==> config.mk <==
export PLATFORM = sky130hd
export DESIGN_NAME = config_loader
export DESIGN_NICKNAME = d
export VERILOG_FILES = /design/src/rtl/config_loader.sv
export SDC_FILE = /design/constraint.sdc
export NUM_CORES = 1
export LEC_CHECK = 0
export CORE_MARGIN = 3
export CORE_UTILIZATION = 35
export DETAILED_ROUTE_END_ITERATION = 8
export GPL_TIMING_DRIVEN = 0
export PLACE_DENSITY_LB_ADDON = 0.1
export SETUP_SLACK_MARGIN = 0.2
export SYNTH_ARGS = -nofsm -noshare
export SYNTH_HDL_FRONTEND = slang
export SYNTH_SLANG_ARGS = --single-unit
export TNS_END_PERCENT = 30
==> constraint.sdc <==
create_clock -name clk -period 2.05 [get_ports clk]
set_input_delay 0.3075 -clock clk [delete_from_list [all_inputs] [get_ports clk]]
set_output_delay 0.3075 -clock clk [all_outputs]
set_load 0.01 [all_outputs]
==> src/rtl/config_loader.sv <==
// Configuration loader: parses SYNC-framed records from a byte stream
// (sync, address, NBYTES data bytes, XOR checksum) and drives the shared
// tile configuration bus with a one-cycle write strobe per good record.
module config_loader #(
  parameter int unsigned DATA_BITS = 88,
  parameter logic [7:0]  SYNC      = 8'hA5
) (
  input  logic                 clk,
  input  logic                 rst,
  input  logic [7:0]           in_data,
  input  logic                 in_valid,
  output logic                 in_ready,
  input  logic                 err_clr,
  output logic                 config_en,
  output logic [5:0]           config_addr,
  output logic [0:DATA_BITS-1] config_data,
  output logic                 busy,
  output logic                 csum_err,
  output logic [15:0]          frame_count
);

  localparam int unsigned NBYTES = (DATA_BITS + 7) / 8;
  localparam int unsigned PendW  = NBYTES * 8;
  localparam int unsigned CntW   = (NBYTES > 1) ? $clog2(NBYTES) : 1;

  typedef enum logic [2:0] {StHunt, StAddr, StData, StCsum, StWrite} state_e;

  state_e state_q, state_d;

  logic [7:0]           csum_q, csum_d;
  logic [5:0]           addr_pend_q, addr_pend_d;
  logic [CntW-1:0]      cnt_q, cnt_d;
  logic [PendW-1:0]     pend_q, pend_d;
  logic [5:0]           cfg_addr_q, cfg_addr_d;
  logic [0:DATA_BITS-1] cfg_data_q, cfg_data_d;
  logic [0:DATA_BITS-1] pend_word;
  logic [15:0]          count_q, count_d;
  logic                 err_q, err_d;

  logic accept;
  logic last_data;
  logic csum_ok;
  logic csum_bad;

  assign accept    = in_valid & in_ready;
  assign last_data = (cnt_q == CntW'(NBYTES - 1));
  assign csum_ok   = (state_q == StCsum) && accept && (in_data == csum_q);
  assign csum_bad  = (state_q == StCsum) && accept && (in_data != csum_q);

  // State register.
  always_ff @(posedge clk) begin
    if (rst) begin
      state_q <= StHunt;
    end else begin
      state_q <= state_d;
    end
  end

  // Next-state logic; in_valid gaps simply hold the current state.
  always_comb begin
    state_d = state_q;
    unique case (state_q)
      StHunt:  if (accept && (in_data == SYNC)) state_d = StAddr;
      StAddr:  if (accept) state_d = StData;
      StData:  if (accept && last_data) state_d = StCsum;
      StCsum:  if (accept) state_d = csum_ok ? StWrite : StHunt;
      StWrite: state_d = StHunt;
      default: state_d = StHunt;
    endcase
  end

  // FSM output decode.
  always_comb begin
    in_ready  = !rst && (state_q != StWrite);
    busy      = (state_q != StHunt);
    config_en = (state_q == StWrite);
  end

  // Stream byte k sits at pend bits [PendW-1-8k -: 8]; its MSB becomes word bit 8k.
  always_comb begin
    pend_word = '0;
    for (int i = 0; i < int'(DATA_BITS); i++) begin
      pend_word[i] = pend_q[int'(PendW) - 1 - i];
    end
  end

  // Datapath next-state: checksum, pending record, bus registers and status.
  always_comb begin
    csum_d      = csum_q;
    addr_pend_d = addr_pend_q;
    cnt_d       = cnt_q;
    pend_d      = pend_q;
    cfg_addr_d  = cfg_addr_q;
    cfg_data_d  = cfg_data_q;
    count_d     = count_q;
    err_d       = err_q;

    if (accept) begin
      unique case (state_q)
        StHunt: if (in_data == SYNC) csum_d = '0;
        StAddr: begin
          addr_pend_d = in_data[5:0];
          csum_d      = csum_q ^ in_data;
          cnt_d       = '0;
        end
        StData: begin
          pend_d = (pend_q << 8) | PendW'(in_data);
          csum_d = csum_q ^ in_data;
          cnt_d  = cnt_q + 1'b1;
        end
        default: ;
      endcase
    end

    // Bus is loaded on the edge that enters StWrite so it is valid with the strobe.
    if (csum_ok) begin
      cfg_addr_d = addr_pend_q;
      cfg_data_d = pend_word;
      count_d    = count_q + 16'd1;
    end

    // A new mismatch wins over a simultaneous clear.
    if (csum_bad) begin
      err_d = 1'b1;
    end else if (err_clr) begin
      err_d = 1'b0;
    end
  end

  // Datapath registers.
  always_ff @(posedge clk) begin
    if (rst) begin
      csum_q      <= '0;
      addr_pend_q <= '0;
      cnt_q       <= '0;
      pend_q      <= '0;
      cfg_addr_q  <= '0;
      cfg_data_q  <= '0;
      count_q     <= '0;
      err_q       <= 1'b0;
    end else begin
      csum_q      <= csum_d;
      addr_pend_q <= addr_pend_d;
      cnt_q       <= cnt_d;
      pend_q      <= pend_d;
      cfg_addr_q  <= cfg_addr_d;
      cfg_data_q  <= cfg_data_d;
      count_q     <= count_d;
      err_q       <= err_d;
    end
  end

  assign config_addr = cfg_addr_q;
  assign config_data = cfg_data_q;
  assign frame_count = count_q;
  assign csum_err    = err_q;

endmodule
; ---- Word level (Yosys, flattened, before mapping)
; Cells that the tools add are included.
[totals]
ff_bits = 220
wordCells = 57
[classes]
add_sub_neg = 2
n_eq_ne = 14
n_mux = 11
bitwise = 3
n_reduce_logical = 18
[ops]
columns = op, n
row1 = $or 88x8->88, 1
row2 = $add 16x1->16 const B, 1
row3 = $pmux 8 s2, 1
row4 = $mux 3, 5
row5 = $pmux 3 s4, 1
row6 = $ne 2x2->1 const B, 5
row7 = $eq 8x8->1, 1
row8 = $eq 8x8->1 const B, 1
row9 = $mux 8, 1
row10 = $ne 8x8->1, 1
row11 = $pmux 4 s2, 1
row12 = $xor 8x8->8, 1
row13 = $eq 3x2->1 const B, 2
row14 = $logic_and 1x1->1, 6
row15 = $reduce_and 2->1, 3
row16 = $reduce_bool 2->1, 3
row17 = $add 4x1->4 const B, 1
row18 = $eq 4x4->1 const B, 1
row19 = $reduce_and 4->1, 1
row20 = $eq 3x1->1 const B, 1
row21 = $eq 3x3->1 const B, 1
row22 = $logic_not 3->1, 1
row23 = $ne 3x3->1 const B, 1
row24 = $reduce_and 3->1, 1
row25 = other kinds (5), 6

; ---- Longest topological paths before layout
; Gate-level depths: netlist of run 1.
[logic_depth]
word_depth = 8
mapped_depth = 9
depth_no_buf = 5

; ---- Worst setup path after synthesis of run 1
; Ideal clock, no wire load.
[synth_timing]
path_kind = reg2reg
from = reg state_q[0]
to = reg cfg_data_q, in the netlist config_data[11]
setup_ps = 121
arrival_time_ps = 1893
required_ps = 1929
setup_slack_ps = 36
stages_incl_launch_ff = 10
n_path_buf = 5
synth_period_minus_slack_ps = 2014
path_cell_list = dfxtp_1 > buf_4 > and4bb_1 > buf_6 > nand2_4 > or3_1 > buf_2 > buf_6 > buf_8 > mux2_4
[synth_between]
elab_chain_cells = 5
elab_cells_between_ends = 6
cone_classes = 2 x eq/ne / 1 x bitwise / 3 x reduce/logical
[synth_rtl]
columns = item, line_no
row1 = from (decl), 28  ; state_e state_q, state_d;
row2 = from (signal assigned), 53  ; state_q <= StHunt;
row3 = from (signal assigned), 55  ; state_q <= state_d;
row4 = $ne 3x3->1, 74  ; in_ready = !rst && (state_q != StWrite);
row5 = $logic_and 1x1->1, 74
row6 = $and 1x1->1, 45  ; assign accept = in_valid & in_ready;
row7 = $logic_and 1x1->1 * (2 in series), 47  ; assign csum_ok = (state_q == StCsum) && accept && (in_data == csum_q);
row8 = to (signal assigned), 147  ; cfg_data_q <= cfg_data_d;
row9 = to (decl), 35  ; logic [0:DATA_BITS-1] cfg_data_q, cfg_data_d;
; Every way passes the cells marked *; elsewhere a longest branch is shown, timed or not.
; A chain may end at the register's enable or synchronous reset.

; ---- Worst setup path in the final report of run 1
[layout_timing]
from = reg csum_q[3]
to = reg cfg_addr_q[2], in the netlist config_addr[2]
[layout_between]
elab_chain_cells = 2
[layout_rtl]
columns = item, line_no
row1 = from (decl), 30  ; logic [7:0] csum_q, csum_d;
row2 = from (signal assigned), 142  ; csum_q <= csum_d;
row3 = $eq 8x8->1, 47
row4 = $logic_and 1x1->1, 47
row5 = to (signal assigned), 146  ; cfg_addr_q <= cfg_addr_d;
row6 = to (decl), 34  ; logic [5:0] cfg_addr_q, cfg_addr_d;
; No other way between the ends.

==> impl.org, run 1 <==
** Worst setup path
- The critical path crosses 7 cells after its start point.
- By startpoint and endpoint, the worst setup path is classified as register to register.
- STA classifies the critical path endpoint as a register.
- The slowest stage of the critical path is the sky130_fd_sc_hd__or3_4 cell.
- Cell count of the worst reg-to-reg path :: 7
- At the worst endpoint, the required time is roughly 2.5 ns.
- Data arrival, critical path :: 2.41 ns
- By instance count, the cell type seen most on the critical path is sky130_fd_sc_hd__buf_12.
- The kind of cell with the highest combined delay along the critical path is simple AND/OR/NAND/NOR gates.
- For this run, the slowest stage of the critical path takes 0.46 ns.
- Crit Path Max Fanout :: 5
- Kind of launch point of the worst setup path :: register
- The critical path goes through xnor2_2, nand4_1, or3_4, buf_12, buf_12, buf_16, mux2_4.
- Number of buffers and inverters on the critical path :: 3

** Logic synthesis
- Cell count after synthesis :: 924
- Sequential cell area fraction in the yosys report :: ~50%
- In the post-synthesis netlist, the cell with the most instances is sky130_fd_sc_hd__dfxtp_1.
- Netlist area before placement :: 8760 sq um
- The biggest area contributor in the post-synthesis netlist is sky130_fd_sc_hd__dfxtp_1.
- Async S/R FF share, synth :: 0%
- Yosys mapped the design onto 50 distinct sky130hd cell types.
- Number of enable-type register cells in the synthesized netlist :: 0
- Of the post-synthesis cell area, the dominant cell type holds 50.3%.
- Yosys attributes the largest share of cell area to sky130_fd_sc_hd__dfxtp_1 50%, sky130_fd_sc_hd__mux2_2 10%, sky130_fd_sc_hd__nand2_1 8.2%.
- After synthesis the netlist holds a flip-flop and latch count of 220.
- For this run, the leading register cell type out of synthesis is sky130_fd_sc_hd__dfxtp_1.
- During synthesis, Yosys emitted a total of 0 warnings.
- In this run the mean area of a mapped cell was around 9.5 sq um.
- The number of nets in the synthesized netlist is 939.
- Post-synth top cells :: 220 x sky130_fd_sc_hd__dfxtp_1, 191 x sky130_fd_sc_hd__nand2_1, 99 x sky130_fd_sc_hd__a21oi_1, 99 x sky130_fd_sc_hd__nor2b_1, 79 x sky130_fd_sc_hd__mux2_2

** Route
- Count of vias placed by the detailed router :: 6898
- WL per Instance :: 16.3 um
- Antenna-violating nets left :: 0
- Average via count per standard cell :: ~4.8
- DRC violation count after routing :: 0
- Number of violations reported at the end of detailed-routing iteration 0 :: 244
- The routed design has 23500 um of wire.
- Before antenna repair, the detailed router went through 4 iterations.

** Floorplan
- The die is 164 um tall.
- The initial utilization of the core area, before any placement, comes to 35.8%.
- I/O pins :: approximately 130
- The total area inside the core boundary comes to between 20000 and 25000 sq um.
- Std cell rows :: 57
- The floorplan step set the die width to between 150 and 200 um.
- Area of the die :: ~27000 sq um

** Clocking
- In this run the number of H-tree levels came out at 1.
- Clock tree from TritonCTS :: yes
- Sinks on Clock Net :: 220
- Longest Clk Path Bufs :: 3
- Skew-Pair Late Insertion Delay :: 0.52 ns
- After clock tree synthesis, the clock-pin slew on the worst setup and hold paths is about 0.060 ns.
- In this run, CTS created clock tree buffers numbering 24.
- The root buffer cell chosen for the clock tree is sky130_fd_sc_hd__clkbuf_16.

** Placed design
- Total of buffers placed on input and output ports :: roughly 130
- Number of cells in the design after placement :: 1373
- Weighted congestion reported at the end of routability-driven placement :: 0.749
- The wire-length estimate of the detail-placed layout is 15900 um.

** Layout
- Count of placed standard cells in the final layout, fillers left out :: 1444
- Of the cells placed in the final design, the portion with a size suffix greater than 1 is 23.5%.
- Count of inserted antenna diode cells :: 0
- The multi-input combinational cells in the finished layout cover a total of 4410 sq um.
- Registers take about 4400 sq um.
- Filler instances :: 2311
- Relative to the synthesized area, the layout overhead comes to 39.0%.
- The net count of the finished layout is 1117.

** Global routing
- Gr usage total :: roughly 17%
- The first global-routing pass estimated approximately 37000 um of wire.
- Pin count of the biggest net entering global routing :: 14
- The initial antenna violation count was 0.
- Global route total overflow :: 0
- Vias in the first global route :: just under 7000

** Power and ir drop
- Summed over all cells, the static leakage comes to 0.00469 uW.
- Across the VDD grid, the largest voltage drop is 431 uV.
- Power spread over the standard cell area amounts to slightly above 700 nW/um^2.

** Timing
- The final count of hold timing violations was 0.
- Worst-margin pin slew :: 0.670 ns
- In this run the tightest slew margin relative to its limit is approximately 55%.
- The routed design could run at a clock period as short as 2.01 ns.
- After layout, the worst path uses 98.2% of the clock period.
- Clock skew on the completed layout was measured at 0.0160 ns.
- Setup repair after global routing could not meet its margin everywhere.
- Based on the critical path, the design can be clocked at up to 0.497 GHz.
- For the final routed database, the setup TNS stands at 0 ns.
- Number of slew-limit violations in the final report :: 0
- Setup violations remaining at the end of the flow were counted as 0.

** Hold path
- Number of stages on the worst hold path :: 3
- Path class of the lowest-slack min-delay path :: primary input to register

** Job
- Number of maximum-capacitance violations :: 0

** Outcome
- The run finished with clean final reports.
worst reg2reg max path: cells and delay by family (launching register included):
kind | cells | cell delay [ns]
muxes | 1 | 0.29
buffers and inverters | 3 | 0.45
and+or+nand+nor | 2 | 0.69
xor gates and xnor gates | 1 | 0.12
DFF | 1 | 0.37
kinds of logic after synthesis:
logic type	synth area share, %
and+or+nand+nor	21.9
DFF	50.3
AOI/OAI and AO/OA	8.42
muxes	14.0
buffers and inverters	3.70
xor gates and xnor gates	1.20
adders and majority gates	0.429
worst paths after layout:
path                                              start                     endpoint  slack, ns
worst min register to register  pend_q[82]$_SDFFE_PP0P_      pend_q[82]$_SDFFE_PP0P_       0.46
worst max register to register   csum_q[3]$_SDFFE_PP0P_  config_addr[2]$_SDFFE_PP0P_       0.04
worst min-delay path                         in_data[0]       pend_q[0]$_SDFFE_PP0P_       0.20
worst max-delay path             csum_q[3]$_SDFFE_PP0P_  config_addr[2]$_SDFFE_PP0P_       0.04
state kept, by name (all words and copies together), names as in the netlist:
signal / cells
cnt_q: 4
config_data: 88
state_q: 3
pend_q: 88
csum_q: 8
config_addr: 6
csum_err: 1
frame_count: 16
addr_pend_q: 6
metrics by stage:
stage	total power [uW]	cell area, sq um	util [%]	worst slack, ns	hold slack [ns]
finish	8770	12200	49.7	0.0365	0.204
global route	9040	12200	49.7	-0.0385	0.213
CTS	8870	11600	47.6	0.0383	0.254
detailed placement	4550	10400	42.6	-1.62	0.449
global placement	4550	10400	42.6	-1.65	0.445
floorplan	4460	8770	-	0.0972	0.434
area by class of cell:
class	instances	area share [%]
inverter	3	0.0925
timing repair buffer	152	12.8
sequential	220	36.4
clock inverter	7	0.535
tap	324	3.33
clock buffer	37	5.92
multi-input combinational	632	36.2
buffer	69	4.69
metal layers:
metal / track usage [%] / wire [um] / up-vias
li1: - / - / 3495
met4: 4.04 / 490 / 0
met1: 23.0 / 11100 / 3241
met3: 2.70 / 907 / 30
met5: 0 / 0 / -
met2: 28.4 / 11000 / 132
placed cells by master (no fill, tap or decap), types with 6 or more instances in the layout:
master	netlist	final
sky130_fd_sc_hd__o221a_2	6	6
sky130_fd_sc_hd__clkbuf_2	0	8
sky130_fd_sc_hd__nor4_1	22	8
sky130_fd_sc_hd__dlygate4sd2_1	0	8
sky130_fd_sc_hd__buf_8	1	8
sky130_fd_sc_hd__nand3_1	10	10
sky130_fd_sc_hd__nor2_1	22	22
sky130_fd_sc_hd__buf_12	0	6
sky130_fd_sc_hd__mux2_2	79	70
sky130_fd_sc_hd__mux2i_1	7	7
sky130_fd_sc_hd__clkbuf_1	46	36
sky130_fd_sc_hd__dfxtp_2	0	11
sky130_fd_sc_hd__nor2b_1	99	99
sky130_fd_sc_hd__buf_6	3	17
sky130_fd_sc_hd__dfxtp_1	220	206
sky130_fd_sc_hd__mux2_4	18	27
sky130_fd_sc_hd__nor3b_1	7	6
sky130_fd_sc_hd__nand2_1	191	190
sky130_fd_sc_hd__nor4_4	0	12
sky130_fd_sc_hd__a31o_4	0	8
sky130_fd_sc_hd__clkbuf_16	0	29
sky130_fd_sc_hd__a21oi_1	99	98
sky130_fd_sc_hd__clkdlybuf4s50_1	0	113
sky130_fd_sc_hd__clkbuf_8	0	6
sky130_fd_sc_hd__nand4_1	9	9
sky130_fd_sc_hd__buf_4	1	16
report_power, final:
group	switching [uW]	internal, uW
logic	144	61.4
clock network	1750	2540
registers	0.147	4270
timing repair:
item,4_1_cts,5_1_grt
hold buffers,0,0
pin swaps,8,32
setup buffers,19,3
gates resized for setup,95,105
cloned,2,3
endpoints found under the setup margin,223,223
No activity file was read; power rests on OpenSTA's default activity.
==> inputs of run 2 (changes only) <==
==> constraint.sdc (replaced) <==
create_clock -name clk -period 1.76 [get_ports clk]
set_input_delay 0.264 -clock clk [delete_from_list [all_inputs] [get_ports clk]]
set_output_delay 0.264 -clock clk [all_outputs]
set_load 0.01 [all_outputs]
==> run 2 against run 1 <==
  * The flow now finishes with violations (setup timing)
  * Clock power increased by 30%
  * Clock skew increased by 0.011 ns
  * First-iteration DRC count increased by 3.7%
  * Design area increased by 2.6%
  * Critical path type unchanged
  * Combinational power increased by 20%
  * Sequential cell count unchanged
  * Cell count increased by 0.48%
  * Maximum frequency decreased by 1.2%
  * Non-clock buffer count increased by 7
  * Highest routed layer unchanged
  * Critical path depth increased by 2
==> impl.org, run 2 (same netlist as run 1, synthesis figures left out) <==
** Worst setup path
- Capturing point of the worst reg2reg path :: config_data[2]$_SDFFE_PP0P_
- Cell count of the worst reg-to-reg path :: 9 (+2)
- Worst EP required :: 2.16 ns (-0.29 ns)
- STA classifies the critical path endpoint as a register.
- The worst-path maximum fanout was 8 (+3).
- The critical path ends at config_data[2]$_SDFFE_PP0P_.
- WS Path Type :: register to register
- Maximum single-stage delay on the critical path :: 0.39 ns (-0.07 ns)
- In this run the critical register-to-register path is launched from state_q[0]$_SDFFE_PP0P_.
- In this run the worst setup path begins at state_q[0]$_SDFFE_PP0P_.
- Walking the worst path, the cells encountered are buf_6, and4bb_1, buf_6, nand2_8, or3_4, buf_12, buf_12, clkbuf_16, mux2_4.
- Flop-to-flop setup slack :: -0.28 ns (-0.32 ns)
- Number of buffers and inverters on the critical path :: 5 (+2)
- Kind of launch point of the worst setup path :: register
- Data arrival, critical path :: 2.44 ns (+0.03 ns)
- Crit-path leading delay family :: buffers and inverters
- Crit. path cell count :: 9 (+2)
- The largest individual stage delay along the critical path comes from the cell sky130_fd_sc_hd__or3_4.

** Global routing
- The largest net degree at the start of global routing was 14 (unchanged).
- The residual overflow from global routing is 0 (unchanged).
- Met2 usage in global routing :: 29.0% (+0.60 points)
- The number of global-route vias before repair came to 7022 (+3.4%).
- Gr usage total :: 17.4% (+0.47 points)
- Global-route track usage on met1 :: 23.6% (+0.56 points)
- The wire length of the first global-routing pass came to 38300 um (+3.7%).
- The met3 layer usage reported by global route was 2.77% (+0.076 points).
- The initial antenna violation count is 0 (unchanged).
- The global routing stage identified its most utilized layer as met2.

** Clocking
- The count of hold-fix buffers inserted at cts came to 0 (unchanged).
- The insertion delay of the later-clocked pin in the worst-skew pair was 0.52 ns (about the same).
- Buffer type at the clock tree root :: sky130_fd_sc_hd__clkbuf_16
- Sinks on Clock Net :: 220 (unchanged)
- The number of buffers created by CTS was 25 (+4.2%).
- TritonCTS built the clock tree.
- The maximum level of the CTS H-tree was 1 (unchanged).
- The maximum root-to-sink buffer count came to 3 (unchanged).
- The clock slew at the register clock pins of the worst setup and hold paths is 0.06 ns (about the same).

** Timing
- The count of final max-slew check failures was 0 (unchanged).
- Part of the cycle the worst path needs :: 116% (+18 points)
- The final count of hold timing violations came to 0 (unchanged).
- Clk_skew :: 0.0270 ns (+0.0109 ns)
- The final sum of negative setup slack is -28.17 ns (-28.17 ns).
- Number of setup violations in the final report :: 173 (+173)
- The max-slew headroom at the worst pin was 61.9% (+6.6 points).
- The slack of the critical path is -0.279 ns (-0.315 ns).
- Maximum frequency from static timing analysis :: 0.491 GHz (-1.2%)
- The slew of the pin with the lowest slew margin is 0.571 ns (-0.0989 ns).
- RSZ-0062 raised after global routing :: true
- The time the worst path needs with I/O delays and setup came to 2.04 ns (+0.0251 ns).

** Placed design
- Total of buffers placed on input and output ports :: 125 (unchanged)
- The final RePlAce weighted congestion was 0.749 (-0.11%).
- The count of placed standard cells including taps came to 1373 (unchanged).
- Final HPWL DP :: 16100 um (+0.76%)

** Floorplan
- The initial cell density of the core came to 35.8% (unchanged).
- The width of the chip was 164 um (unchanged).
- The core area was 24500 sq um (unchanged).
- The overall die area came to 27000 sq um (unchanged).
- The I/O pin count is 126 (unchanged).
- The vertical extent of the die came to 164 um (unchanged).
- The total number of placement rows is 57 (unchanged).

** Hold path
- The path class of the tightest hold or removal check is primary input to register.

** Route
- The total number of vias was 7020 (+1.8%).
- The number of remaining DRC errors was 0 (unchanged).
- Number of violations reported at the end of detailed-routing iteration 0 :: 253 (+3.7%)
- The detailed-route wire length per cell is 16.4 um (+0.68%).
- The number of routed nets with antenna violations came to 0 (unchanged).
- Average via count per standard cell :: 4.84 (+1.3%)
- Final routed wirelength across all metal layers :: 23800 um (+1.2%)
- The iteration count of the initial detailed-routing pass was 4 (unchanged).

** Outcome
- Outcome :: finished with violations
- Failing checks :: setup timing

** Job
- The number of max-cap violations came to 0 (unchanged).

** Layout
- Leaving out fill and tap cells, the most frequent cells in the layout are 205 x sky130_fd_sc_hd__dfxtp_1, 134 x sky130_fd_sc_hd__nand2_1, 120 x sky130_fd_sc_hd__dlygate4sd2_1.
- Layout cell share with drive strength beyond 1 :: 31.8% (+8.3 points)
- Layout overhead on the synthesized area :: 42.6%
- Count of placed standard cells in the final layout, fillers left out :: 1451 (+0.48%)
- Most common cell after layout, fill and taps aside :: sky130_fd_sc_hd__dfxtp_1
- Layout Nets :: 1125 (+0.72%)
- Count of inserted antenna diode cells :: 0 (unchanged)

** Power and ir drop
- The static leakage is 0.00549 uW (+17%).
- The maximum vdd ir drop came to 602 uV (+40%).
- Power Dens Cells :: 863 nW/um^2 (+20%)
- The overall power consumption was 10800 uW (+23%).
[run 2: changes by cell type in the layout (fill, tap and decap cells not counted), moves of 8 or more]
| cell | previous run | this run |
|---|---|---|
| sky130_fd_sc_hd__clkbuf_8 | 6 | 15 |
| sky130_fd_sc_hd__clkbuf_1 | 36 | 22 |
| sky130_fd_sc_hd__nor4_4 | 12 | 3 |
| sky130_fd_sc_hd__nand2_2 | 1 | 43 |
| sky130_fd_sc_hd__dlygate4sd2_1 | 8 | 120 |
| sky130_fd_sc_hd__a21oi_1 | 98 | 81 |
| sky130_fd_sc_hd__nand2_4 | 0 | 13 |
| sky130_fd_sc_hd__nand2_1 | 190 | 134 |
| sky130_fd_sc_hd__a31o_2 | 2 | 10 |
| sky130_fd_sc_hd__a21oi_2 | 1 | 18 |
| sky130_fd_sc_hd__buf_4 | 16 | 26 |
| sky130_fd_sc_hd__a31o_4 | 8 | 0 |
| sky130_fd_sc_hd__clkdlybuf4s50_1 | 113 | 2 |
[run 2: worst reg2reg max path, stage by stage, from the launching register on]
cell and delay [ns]:
sky130_fd_sc_hd__dfxtp_2 0.32, sky130_fd_sc_hd__buf_6 0.08, sky130_fd_sc_hd__and4bb_1 0.20, sky130_fd_sc_hd__buf_6 0.13
sky130_fd_sc_hd__nand2_8 0.05, sky130_fd_sc_hd__or3_4 0.39, sky130_fd_sc_hd__buf_12 0.14, sky130_fd_sc_hd__buf_12 0.14
sky130_fd_sc_hd__clkbuf_16 0.17, sky130_fd_sc_hd__mux2_4 0.29
[run 2: what timing repair did]
| action | CTS | global route |
|---|---|---|
| setup buffers | 28 | 2 |
| cloned | 1 | 3 |
| hold endpoints to repair | 0 | 0 |
| pin swaps | 83 | 6 |
| endpoints found under the setup margin | 334 | 222 |
| gates resized for setup | 388 | 22 |
[run 2: routing by layer]
metal | vias to the layer above | part of all wire, %
met2 | 128 | 47
met1 | 3345 | 47
li1 | 3512 | -
met5 | - | 0
met4 | 0 | 1.9
met3 | 35 | 4.2
[run 2: power by group]
part	switching [uW]	total, uW	internal, uW
clock	2060	5560	3500
combinational	172	247	75.5
sequential	0.144	4980	4980
[run 2: area by class of cell]
cell class / instances / area (sq um)
Clock buffer: 33 / 696
Timing Repair Buffer: 159 / 1450
Tap cell: 324 / 405
Sequential cell: 220 / 4430
Inverter: 3 / 11.3
Buffer: 69 / 781
Fill cell: 2358 / 12000
Clock inverter: 11 / 186
Multi-Input combinational cell: 632 / 4530
[run 2: how the worst min path moves through the flow]
stage                                       start                      end  cells past startpoint  slack [ns]
after CTS                              in_data[2]   pend_q[2]$_SDFFE_PP0P_                      3        0.23
after global placement    pend_q[80]$_SDFFE_PP0P_  pend_q[80]$_SDFFE_PP0P_                      2        0.44
after detailed placement  pend_q[82]$_SDFFE_PP0P_  pend_q[82]$_SDFFE_PP0P_                      2        0.45
final                                  in_data[7]   pend_q[7]$_SDFFE_PP0P_                      3        0.25
after floorplan                        in_data[0]   pend_q[0]$_SDFFE_PP0P_                      2        0.40
after global routing                   in_data[7]   pend_q[7]$_SDFFE_PP0P_                      3        0.26
[run 2: stage by stage]
stage / area [sq um] / worst slack [ns] / hold WS [ns] / util, %
after floorplan: 8770 / -0.193 / 0.400 / -
after global placement: 10400 / -1.85 / 0.445 / 42.6
after detailed placement: 10400 / -1.83 / 0.448 / 42.6
after CTS: 12300 / -0.244 / 0.231 / 50.3
after global routing: 12500 / -0.315 / 0.263 / 51.0
final: 12500 / -0.279 / 0.247 / 51.0
==> inputs of run 3 (changes only) <==
--- a/config.mk
+++ b/config.mk
@@ -5,7 +5,6 @@
 export SDC_FILE = /design/constraint.sdc
 export NUM_CORES = 1
 export LEC_CHECK = 0
-export CORE_MARGIN = 3
 export CORE_UTILIZATION = 35
 export DETAILED_ROUTE_END_ITERATION = 8
 export GPL_TIMING_DRIVEN = 0
==> run 3 against run 2 <==
  * The flow still finishes with violations (setup timing)
  * Non-clock buffer count shrank 1
  * Register-to-register slack lost 0.02 ns
  * Setup slack lost 0.024 ns
  * Total power shrank 3.2%
  * Clock power shrank 6.5%
  * First-iteration DRC count shrank 13%
  * Maximum frequency shrank 1.2%
  * Design area shrank 1.5%
  * Sequential share of layout area grew 0.54 points
  * Critical path type unchanged
==> impl.org, run 3 (same netlist as run 1, synthesis figures left out) <==
** Worst setup path
- Type of element capturing the critical path :: register
- The critical path goes through buf_6, and4bb_1, buf_6, nand2_8, or3_4, buf_12, buf_12, buf_6, buf_4, mux2_2.
- Crit Path Max Fanout :: 6 (-2)
- Worst EP required :: 2.17 ns (about the same)
- Critical Path Source :: state_q[0]$_SDFFE_PP0P_
- In this run the critical register-to-register path is captured at frame_count[1]$_SDFFE_PP0P_.
- The number of cells traversed by the worst register-to-register path came to 10 (+1).
- The largest incremental delay on the critical path is 0.37 ns (-0.02 ns).
- FF-to-FF Start :: state_q[0]$_SDFFE_PP0P_
- STA classifies the critical path startpoint as a register.
- Data arrival, critical path :: 2.47 ns (+0.03 ns)
- Slowest cell on the critical path :: sky130_fd_sc_hd__or3_4
- Cell type with the highest occurrence count on the critical path :: sky130_fd_sc_hd__buf_6
- The critical path is of the register to register type.
- Flop-to-flop setup slack :: -0.30 ns (-0.02 ns)

** Floorplan
- The vertical extent of the die is 160 um (-2.4%).
- I/O pins :: 126 (unchanged)
- Total core area :: 24500 sq um (unchanged)
- Area of the die :: 25700 sq um (-4.8%)
- The total number of placement rows was 57 (unchanged).
- The width of the chip came to 160 um (-2.4%).
- Starting Density :: 35.8% (unchanged)

** Timing
- The highest attainable clock frequency is 0.485 GHz (-1.2%).
- The final setup violation count is 108 (-38%).
- The largest clock skew in the final design was 0.00962 ns (-0.0173 ns).
- Part of the cycle the worst path needs :: 117% (+1.4 points)
- Worst slew margin :: 59.4% (-2.5 points)
- RSZ-0062 raised after global routing :: true
- The worst hold margin was 0.146 ns (-0.101 ns).
- The count of final max-slew check failures came to 0 (unchanged).
- The slack of the critical path came to -0.302 ns (-0.0238 ns).
- Number of endpoints with negative hold slack in the final report :: 0 (unchanged)
- The time the worst path needs with I/O delays and setup is 2.06 ns (+0.0238 ns).
- The final sum of negative setup slack is -25.38 ns (+2.79 ns).
- Worst-margin pin slew :: 0.609 ns (+0.0374 ns)

** Power and ir drop
- Power Dens Cells :: 849 nW/um^2 (-1.7%)
- The maximum vdd ir drop was 535 uV (-11%).
- Leakage power total :: 0.00472 uW (-14%)

** Layout
- Leading cell types in the layout, fill and taps excluded :: 206 x sky130_fd_sc_hd__dfxtp_1, 190 x sky130_fd_sc_hd__nand2_1, 112 x sky130_fd_sc_hd__clkdlybuf4s50_1
- Leaving out fill and tap cells, the most frequent cell in the layout is sky130_fd_sc_hd__dfxtp_1.
- The multi-input gate area in the final layout was 4340 sq um (-4.1%).
- Count of inserted antenna diode cells :: 0 (unchanged)
- The area growth from synthesis to layout is 40.4%.
- The final core area utilization came to 50.3% (-0.78 points).
- Layout Nets :: 1124 (-0.089%)
- The share of post-route cells with drive strength above 1 came to 25.0% (-6.7 points).
- The final non-filler cell total came to 1451 (unchanged).
- The register cell area after layout came to 4430 sq um (about the same).
- Filler instances :: 2344 (-0.59%)

** Outcome
- Outcome :: finished with violations
- The final reports fail on setup timing.

** Clocking
- Longest Clk Path Bufs :: 3 (unchanged)
- The insertion delay of the later-clocked pin in the worst-skew pair is 0.52 ns (about the same).
- The cell sitting at the root of the clock tree is a sky130_fd_sc_hd__clkbuf_16.
- Clock tree from TritonCTS :: yes
- Clock buffer count from CTS :: 25 (unchanged)
- Sinks on Clock Net :: 220 (unchanged)
- CTS clock-pin slew for the worst setup and hold paths :: 0.06 ns (about the same)
- The maximum level of the CTS H-tree came to 1 (unchanged).

** Job
- Number of maximum-capacitance violations :: 0 (unchanged)

** Route
- The number of remaining DRC errors was 0 (unchanged).
- The sum of routed wire length over all layers was 23600 um (-0.45%).
- The number of routed nets with antenna violations came to 0 (unchanged).
- WL per Instance :: 16.3 um (-0.45%)
- The total number of vias was 6923 (-1.4%).
- The violation count after the first detailed-route iteration was 219 (-13%).
- Average via count per standard cell :: 4.77 (-1.4%)
- Number of detailed-routing iterations run before antenna repair :: 5 (+1)

** Global routing
- The number of global-route vias before repair came to 6845 (-2.5%).
- Initial antenna violation count :: 0 (unchanged)
- The largest net degree at the start of global routing is 13 (-1).
- First-pass GRT wire length :: 37700 um (-1.5%)
- Global route total overflow :: 0 (unchanged)
- Gr usage total :: 18.2% (+0.78 points)

** Placed design
- Number of cells in the design after placement :: 1373 (unchanged)
- The quantity of I/O buffers inserted on ports is 125 (unchanged).
- Weighted congestion reported at the end of routability-driven placement :: 0.774 (+3.5%)
- Final HPWL DP :: 15900 um (-1.1%)

** Hold path
- In this run the most critical hold path is launched from in_data[1].
- Capture endpoint of the worst hold path :: pend_q[1]$_SDFFE_PP0P_
- The min-delay analysis places its worst path in the category primary input to register.
- Number of stages on the worst hold path :: 3 (unchanged)
run 3: changes by cell type in the layout (fill, tap and decap cells not counted), sizes merged:
cell	delta
dlymetal6s2s	+1
inv	+1
clkdlybuf4s50	+110
clkinvlp	+1
buf	+3
dlygate4sd2	-111
clkinv	-2
bufinv	-3
run 3: what timing repair did:
item / 4_1_cts / 5_1_grt
setup buffers: 26 / 3
pin swaps: 21 / 11
resized for setup: 155 / 50
gates cloned: 1 / 3
setup endpoints to repair: 334 / 332
hold buffers: 0 / 0
run 3: final cells by class:
type | count | area share [%]
Multi-Input combinational cell | 632 | 35.3
Buffer | 69 | 5.46
Clock buffer | 37 | 5.86
Clock inverter | 8 | 0.804
Timing Repair Buffer | 158 | 13.2
Tap cell | 324 | 3.30
Inverter | 3 | 0.0916
Sequential cell | 220 | 36.0
run 3: worst max-delay path: cells and delay by family (launching register included):
kind / cells / cell delay, ns
buf+inv: 6 / 0.74
simple gates: 3 / 0.62
mux: 1 / 0.25
flops: 1 / 0.32
run 3: stage by stage:
step / instance area [sq um] / setup slack, ns / power (uW)
after floorplan: 8770 / -0.193 / 5200
after global placement: 10400 / -2.03 / 5300
after detailed placement: 10400 / -1.97 / 5300
after CTS: 12000 / -0.307 / 10500
after global routing: 12300 / -0.363 / 10800
final: 12300 / -0.302 / 10400
run 3: power by group:
part,internal [uW],switching [uW],total (uW)
clock,3120,2080,5200
sequential,4980,0.162,4980
combinational,85.7,174,259
run 3: metal layers:
layer,vias up,GRT usage [%],wire length (um)
met1,3244,25.2,11200
met4,0,5.37,425
met2,134,29.5,11000
met3,35,2.42,1040
met5,-,0,0
li1,3510,-,-
run 3: worst max path at each step:
stage | endpoint | slack [ns] | cells past startpoint
6_report | frame_count[1]$_SDFFE_PP0P_ | -0.30 | 10
5_1_grt | frame_count[1]$_SDFFE_PP0P_ | -0.36 | 8
4_1_cts | frame_count[1]$_SDFFE_PP0P_ | -0.31 | 10
3_5_place_dp | in_ready | -1.97 | 7
3_3_place_gp | in_ready | -2.03 | 7
2_1_floorplan | config_data[11]$_SDFFE_PP0P_ | -0.19 | 7
